===== src/rtl/vga_timing.sv =====
// vga_timing: pixel-timing generator for the VGA output path.
// Produces hsync/vsync, the active-video enable that drives the colour
// scalers' `en`, the current pixel coordinates and line/frame start pulses.
// Optional feature: define VGA_TEST_PATTERN_EN to build the eight-bar colour
// source on r/g/b; without it r/g/b are tied to zero and no bar logic exists.
module vga_timing #(
  parameter int   H_ACTIVE = 640,
  parameter int   H_FP     = 16,
  parameter int   H_SYNC   = 96,
  parameter int   H_BP     = 48,
  parameter int   V_ACTIVE = 480,
  parameter int   V_FP     = 10,
  parameter int   V_SYNC   = 2,
  parameter int   V_BP     = 33,
  parameter logic SYNC_POL = 1'b0
) (
  input  logic       clk,
  input  logic       reset,
  input  logic       ce,
  output logic       hsync,
  output logic       vsync,
  output logic       video_en,
  output logic [9:0] x,
  output logic [9:0] y,
  output logic       line_start,
  output logic       frame_start,
  output logic [1:0] r,
  output logic [1:0] g,
  output logic [1:0] b
);

  localparam int H_TOTAL = H_ACTIVE + H_FP + H_SYNC + H_BP;
  localparam int V_TOTAL = V_ACTIVE + V_FP + V_SYNC + V_BP;

  // Last counter values; the counters sit here in reset so the first ce
  // tick wraps them to (0,0) and the first frame is complete.
  localparam logic [9:0] H_LAST = 10'(H_TOTAL - 1);
  localparam logic [9:0] V_LAST = 10'(V_TOTAL - 1);

  // Decode boundaries kept one bit wider so a total of exactly 1024 cannot
  // alias an end boundary back to zero.
  localparam logic [10:0] H_ACT_END  = 11'(H_ACTIVE);
  localparam logic [10:0] HS_BEG     = 11'(H_ACTIVE + H_FP);
  localparam logic [10:0] HS_END     = 11'(H_ACTIVE + H_FP + H_SYNC);
  localparam logic [10:0] V_ACT_END  = 11'(V_ACTIVE);
  localparam logic [10:0] VS_BEG     = 11'(V_ACTIVE + V_FP);
  localparam logic [10:0] VS_END     = 11'(V_ACTIVE + V_FP + V_SYNC);

  // Reject timings the 10-bit counters cannot represent.
  if (H_TOTAL > 1024 || V_TOTAL > 1024 || H_TOTAL < 2 || V_TOTAL < 1) begin : g_bad_totals
    $error("vga_timing: H_TOTAL/V_TOTAL out of range");
  end

  // Counter state and registered outputs
  logic [9:0] x_q, x_d;
  logic [9:0] y_q, y_d;
  logic       hsync_q, hsync_d;
  logic       vsync_q, vsync_d;
  logic       video_en_q, video_en_d;
  logic       line_start_q, line_start_d;
  logic       frame_start_q, frame_start_d;

  // Position counters: advance one pixel per ce tick, wrap line then frame
  always_comb begin
    x_d = x_q;
    y_d = y_q;
    if (ce) begin
      if (x_q == H_LAST) begin
        x_d = '0;
        if (y_q == V_LAST) begin
          y_d = '0;
        end else begin
          y_d = y_q + 10'd1;
        end
      end else begin
        x_d = x_q + 10'd1;
      end
    end
  end

  // Decode sync/enable/pulses from the next position so the registered
  // outputs line up with the registered x/y on the same edge
  always_comb begin
    video_en_d    = ({1'b0, x_d} < H_ACT_END) && ({1'b0, y_d} < V_ACT_END);
    hsync_d       = (({1'b0, x_d} >= HS_BEG) && ({1'b0, x_d} < HS_END)) ? SYNC_POL : ~SYNC_POL;
    vsync_d       = (({1'b0, y_d} >= VS_BEG) && ({1'b0, y_d} < VS_END)) ? SYNC_POL : ~SYNC_POL;
    // Pulses only on a tick that actually enters column 0; holding at x=0
    // with ce low must not repeat them.
    line_start_d  = ce && (x_d == 10'd0);
    frame_start_d = ce && (x_d == 10'd0) && (y_d == 10'd0);
  end

  // Timing registers; reset parks at the last pixel of the frame
  always_ff @(posedge clk) begin
    if (reset) begin
      x_q           <= H_LAST;
      y_q           <= V_LAST;
      hsync_q       <= ~SYNC_POL;
      vsync_q       <= ~SYNC_POL;
      video_en_q    <= 1'b0;
      line_start_q  <= 1'b0;
      frame_start_q <= 1'b0;
    end else begin
      x_q           <= x_d;
      y_q           <= y_d;
      hsync_q       <= hsync_d;
      vsync_q       <= vsync_d;
      video_en_q    <= video_en_d;
      line_start_q  <= line_start_d;
      frame_start_q <= frame_start_d;
    end
  end

  assign x           = x_q;
  assign y           = y_q;
  assign hsync       = hsync_q;
  assign vsync       = vsync_q;
  assign video_en    = video_en_q;
  assign line_start  = line_start_q;
  assign frame_start = frame_start_q;

`ifdef VGA_TEST_PATTERN_EN
  // Eight equal-width vertical bars across the visible width
  localparam logic [9:0] BAR_W = 10'(H_ACTIVE / 8);

  if (H_ACTIVE < 8) begin : g_bad_bar_width
    $error("vga_timing: H_ACTIVE too small for eight colour bars");
  end

  logic [2:0] bar_d;
  logic [1:0] r_q, r_d;
  logic [1:0] g_q, g_d;
  logic [1:0] b_q, b_d;

  // Bar index from the next column; blank outside the visible area
  always_comb begin
    bar_d = 3'(x_d / BAR_W);
    r_d   = video_en_d ? {2{bar_d[2]}} : 2'b00;
    g_d   = video_en_d ? {2{bar_d[1]}} : 2'b00;
    b_d   = video_en_d ? {2{bar_d[0]}} : 2'b00;
  end

  // Colour-bar registers, aligned with x/y
  always_ff @(posedge clk) begin
    if (reset) begin
      r_q <= 2'b00;
      g_q <= 2'b00;
      b_q <= 2'b00;
    end else begin
      r_q <= r_d;
      g_q <= g_d;
      b_q <= b_d;
    end
  end

  assign r = r_q;
  assign g = g_q;
  assign b = b_q;
`else
  // Pixel data comes from the framebuffer at the top level
  assign r = 2'b00;
  assign g = 2'b00;
  assign b = 2'b00;
`endif

endmodule


===== config.mk =====
export PLATFORM = sky130hd
export DESIGN_NAME = vga_timing
export DESIGN_NICKNAME = d
export VERILOG_FILES = /design/src/rtl/vga_timing.sv
export SDC_FILE = /design/constraint.sdc
export NUM_CORES = 1
export LEC_CHECK = 0
export CORE_ASPECT_RATIO = 1.75
export CORE_MARGIN = 5
export CORE_UTILIZATION = 48
export CTS_BUF_LIST = sky130_fd_sc_hd__clkbuf_8
export CTS_CLUSTER_DIAMETER = 100
export DETAILED_ROUTE_END_ITERATION = 7
export GPL_TIMING_DRIVEN = 0
export PLACE_DENSITY = 0.77
export SLEW_MARGIN = 25
export SYNTH_ARGS = -nofsm -noshare
export SYNTH_HDL_FRONTEND = slang
export SYNTH_SLANG_ARGS = --single-unit

===== constraint.sdc =====
create_clock -name clk -period 2 [get_ports clk]
set_input_delay 0.4 -clock clk [delete_from_list [all_inputs] [get_ports clk]]
set_output_delay 0.4 -clock clk [all_outputs]
set_load 0.05 [all_outputs]

==> results.yml <==
worst_setup_path:
  critPathLaunchType: "register"
  critPathRequiredTime_ns: 2.15
  rr_endpoint: "vsync"
  arrival_ns: 2.18
  cp-end-kind: "register"
  reg2reg_slack_ns: -0.02
  r2r-start: "x[7]"
  cp_max_fo: 6
  crit_type: "reg -> reg"
  rr_worst_depth: 9
status:
  outcome: "finished with violations"
  violations: "negative setup slack"
die:
  start_util_pct: 48.72
  coreArea_sq_um: 3328
  die_width_microns: 53.94
  num_rows: 28
  die_area_sq_um: 4686
  ios: 34
  die_y_microns: 86.89
final_layout:
  finalNonFillerCells: 300
  final_cell_mix: "buf_4 (26), clkdlybuf4s50_1 (22), nand2_1 (21)"
  final_common_cell: "buf_4"
  syn_to_final_growth_pct: 49.31
  finalNetCount: 262
  antenna_cells: 0
  drive_gt1_share_pct: 34.90
drt:
  postRouteAntennaNets: 0
  drt-initial-drc-count: 65
  post_drt_wl_per_cell_microns: 16.37
  vias_per_cell: 5.840
  routed_wl_microns: 4910
  dr_total_vias: 1752
  drc: 0
  drt_pre_antenna_iters: 4
yosys:
  synth_edf_count: 0
  synthArstFlopShare_pct: 0
  ys.flop_type: "dfxtp_1"
  ys_ff_latch: 25
  netlist_area_sq_um: 1622
  netlist_instances: 202
  synth.distinct_cells: 53
  seq_area_frac_synth_pct: 30.86
  syn_area_per_cell_sq_um: 8.028
  yosys_warnings: 0
timing:
  min_period_ns: 2.023
  fin_skew_ns: 0.007315
  finalSetupViolations: 1
  finalHoldViolCount: 0
  slew-limit-headroom_pct: 65.66
  fmax_ghz: 0.4943
  maxSlewViolCount: 0
  whs_ns: 0.5359
  rsz0062_at_grt: "yes"
  fin_ws_ns: -0.02305
  tns_ns: -0.02305
  worst-slew-pin-transition_ns: 0.5152
  finalCritPeriodShare_pct: 101.2
flow_run:
  drv_cap: 0
place:
  dp_cells: 279
  io_buffers: 27
  gp_routability_congestion: 0.9569
  hpwl_microns: 3181
cts:
  numCtsBuffers: 3
  cts-root-buf: "clkbuf_8"
  tritoncts: "built"
  cts_max_level: 1
  hold_buffers: 0
  cts_sinks: 25
  clk_latency_ns: 0.28
  cts_buffer_depth: 2
  clkTransAtPathRegs_ns: 0.09
hold_path:
  worstHoldStart: "y[1]"
  hold-path-cell-count: 2
  hold_class: "reg -> reg"
  hold_end: "y[1]"
grt:
  grt_pass1_vias: 1642
  grt_max_degree: 15
  grt_first_pass_wirelength_microns: 7403
  grt_use_total_pct: 21.24
  grt_overflow: 0
  antenna_found_initial: 0
power:
  total_leakage_power_uw: 0.0009952
  p_per_area_nw_per_um2: 893.1
  vdd_ir_drop_max_mv: 0.5506
[layer usage]
metal  up-vias  track usage [%]  routed length [microns]
met5         -                0                        0
met4         0            11.63                      234
met3        22            1.887                      228
met2        69            39.51                     2680
met1       839            21.79                     1767
li1        822                -                        -
[registers in the layout (all words and copies together), names as in the netlist]
register     cells
frame_start      1
vsync            1
x               10
hsync            1
line_start       1
video_en         1
y               10
[critical path, cell delays in order (launching register included)]
cell	delay [ns]
dfxtp_4	0.37
nor4b_4	0.30
buf_4	0.17
nand3_4	0.11
buf_6	0.16
buf_12	0.13
nor2_4	0.14
a21oi_2	0.09
nor3_2	0.30
nand4b_1	0.13
[cells in the mapped netlist (3+ instances only)]
master / n / area, sq um
buf_4: 6 / 45.04
nand3_1: 18 / 90.09
inv_1: 4 / 15.01
nand2b_1: 4 / 25.02
and3_1: 3 / 18.77
nand4_1: 3 / 18.77
nor3_1: 12 / 60.06
dfxtp_1: 25 / 500.5
xnor2_1: 7 / 61.31
nand2_1: 21 / 78.83
ha_1: 3 / 37.54
clkbuf_1: 3 / 11.26
buf_2: 5 / 25.02
o21ai_0: 11 / 55.05
nor2_1: 14 / 52.55
a21oi_1: 11 / 55.05
xor2_1: 5 / 43.79
[how the worst max path moves through the flow]
stage | startpoint | to | slack [ns]
6_report | x[7] | vsync | -0.02
3_3_place_gp | ce | vsync | -0.88
4_1_cts | y[4] | frame_start | -0.14
5_1_grt | x[7] | vsync | -0.12
2_1_floorplan | x[3] | frame_start | 0.005
3_5_place_dp | ce | vsync | -0.88
[where the power goes]
group	switching (uW)	internal (uW)	leakage (uW)	total, uW
registers	95.5	559	0.000209	655
clock network	165	140	0.0000255	305
logic	692	511	0.000761	1200
[logic make-up after synthesis]
group           after synthesis  share of synthesized area (%)
xor+xnor                     12                          6.481
fa+ha+maj                     3                          2.315
compound gates               40                          16.74
other cells                   1                         0.2313
mux                           3                          1.929
simple gates                 95                          32.18
buf+inv                      23                          9.258
flops                        25                          30.86
[cell type report]
type	instances	area (sq um)
tap	45	56.30
clock inverter	1	5.005
fill	245	907.1
timing repair buffer	49	454.2
sequential	25	554.3
inverter	4	17.52
buffer	14	115.1
multi-input combinational	159	1177
clock buffer	3	41.29
[stage by stage]
stage               worst slack (ns)  total power, uW  cell area, sq um  utilization, %
floorplan                   0.004929             1320              1683               -
global placement             -0.8841             1542              2009           60.38
detailed placement           -0.8793             1547              2009           60.38
CTS                          -0.1405             2044              2248           67.56
global route                 -0.1245             2273              2421           72.74
finish                      -0.02305             2162              2421           72.74
[repair_timing]
action	4_1_cts	5_1_grt
pin swaps	11	7
hold endpoints to repair	0	0
gates resized for setup	28	28
setup endpoints to repair	18	8
buffers inserted	11	11
Note: power is estimated with default switching activity, not from simulation.
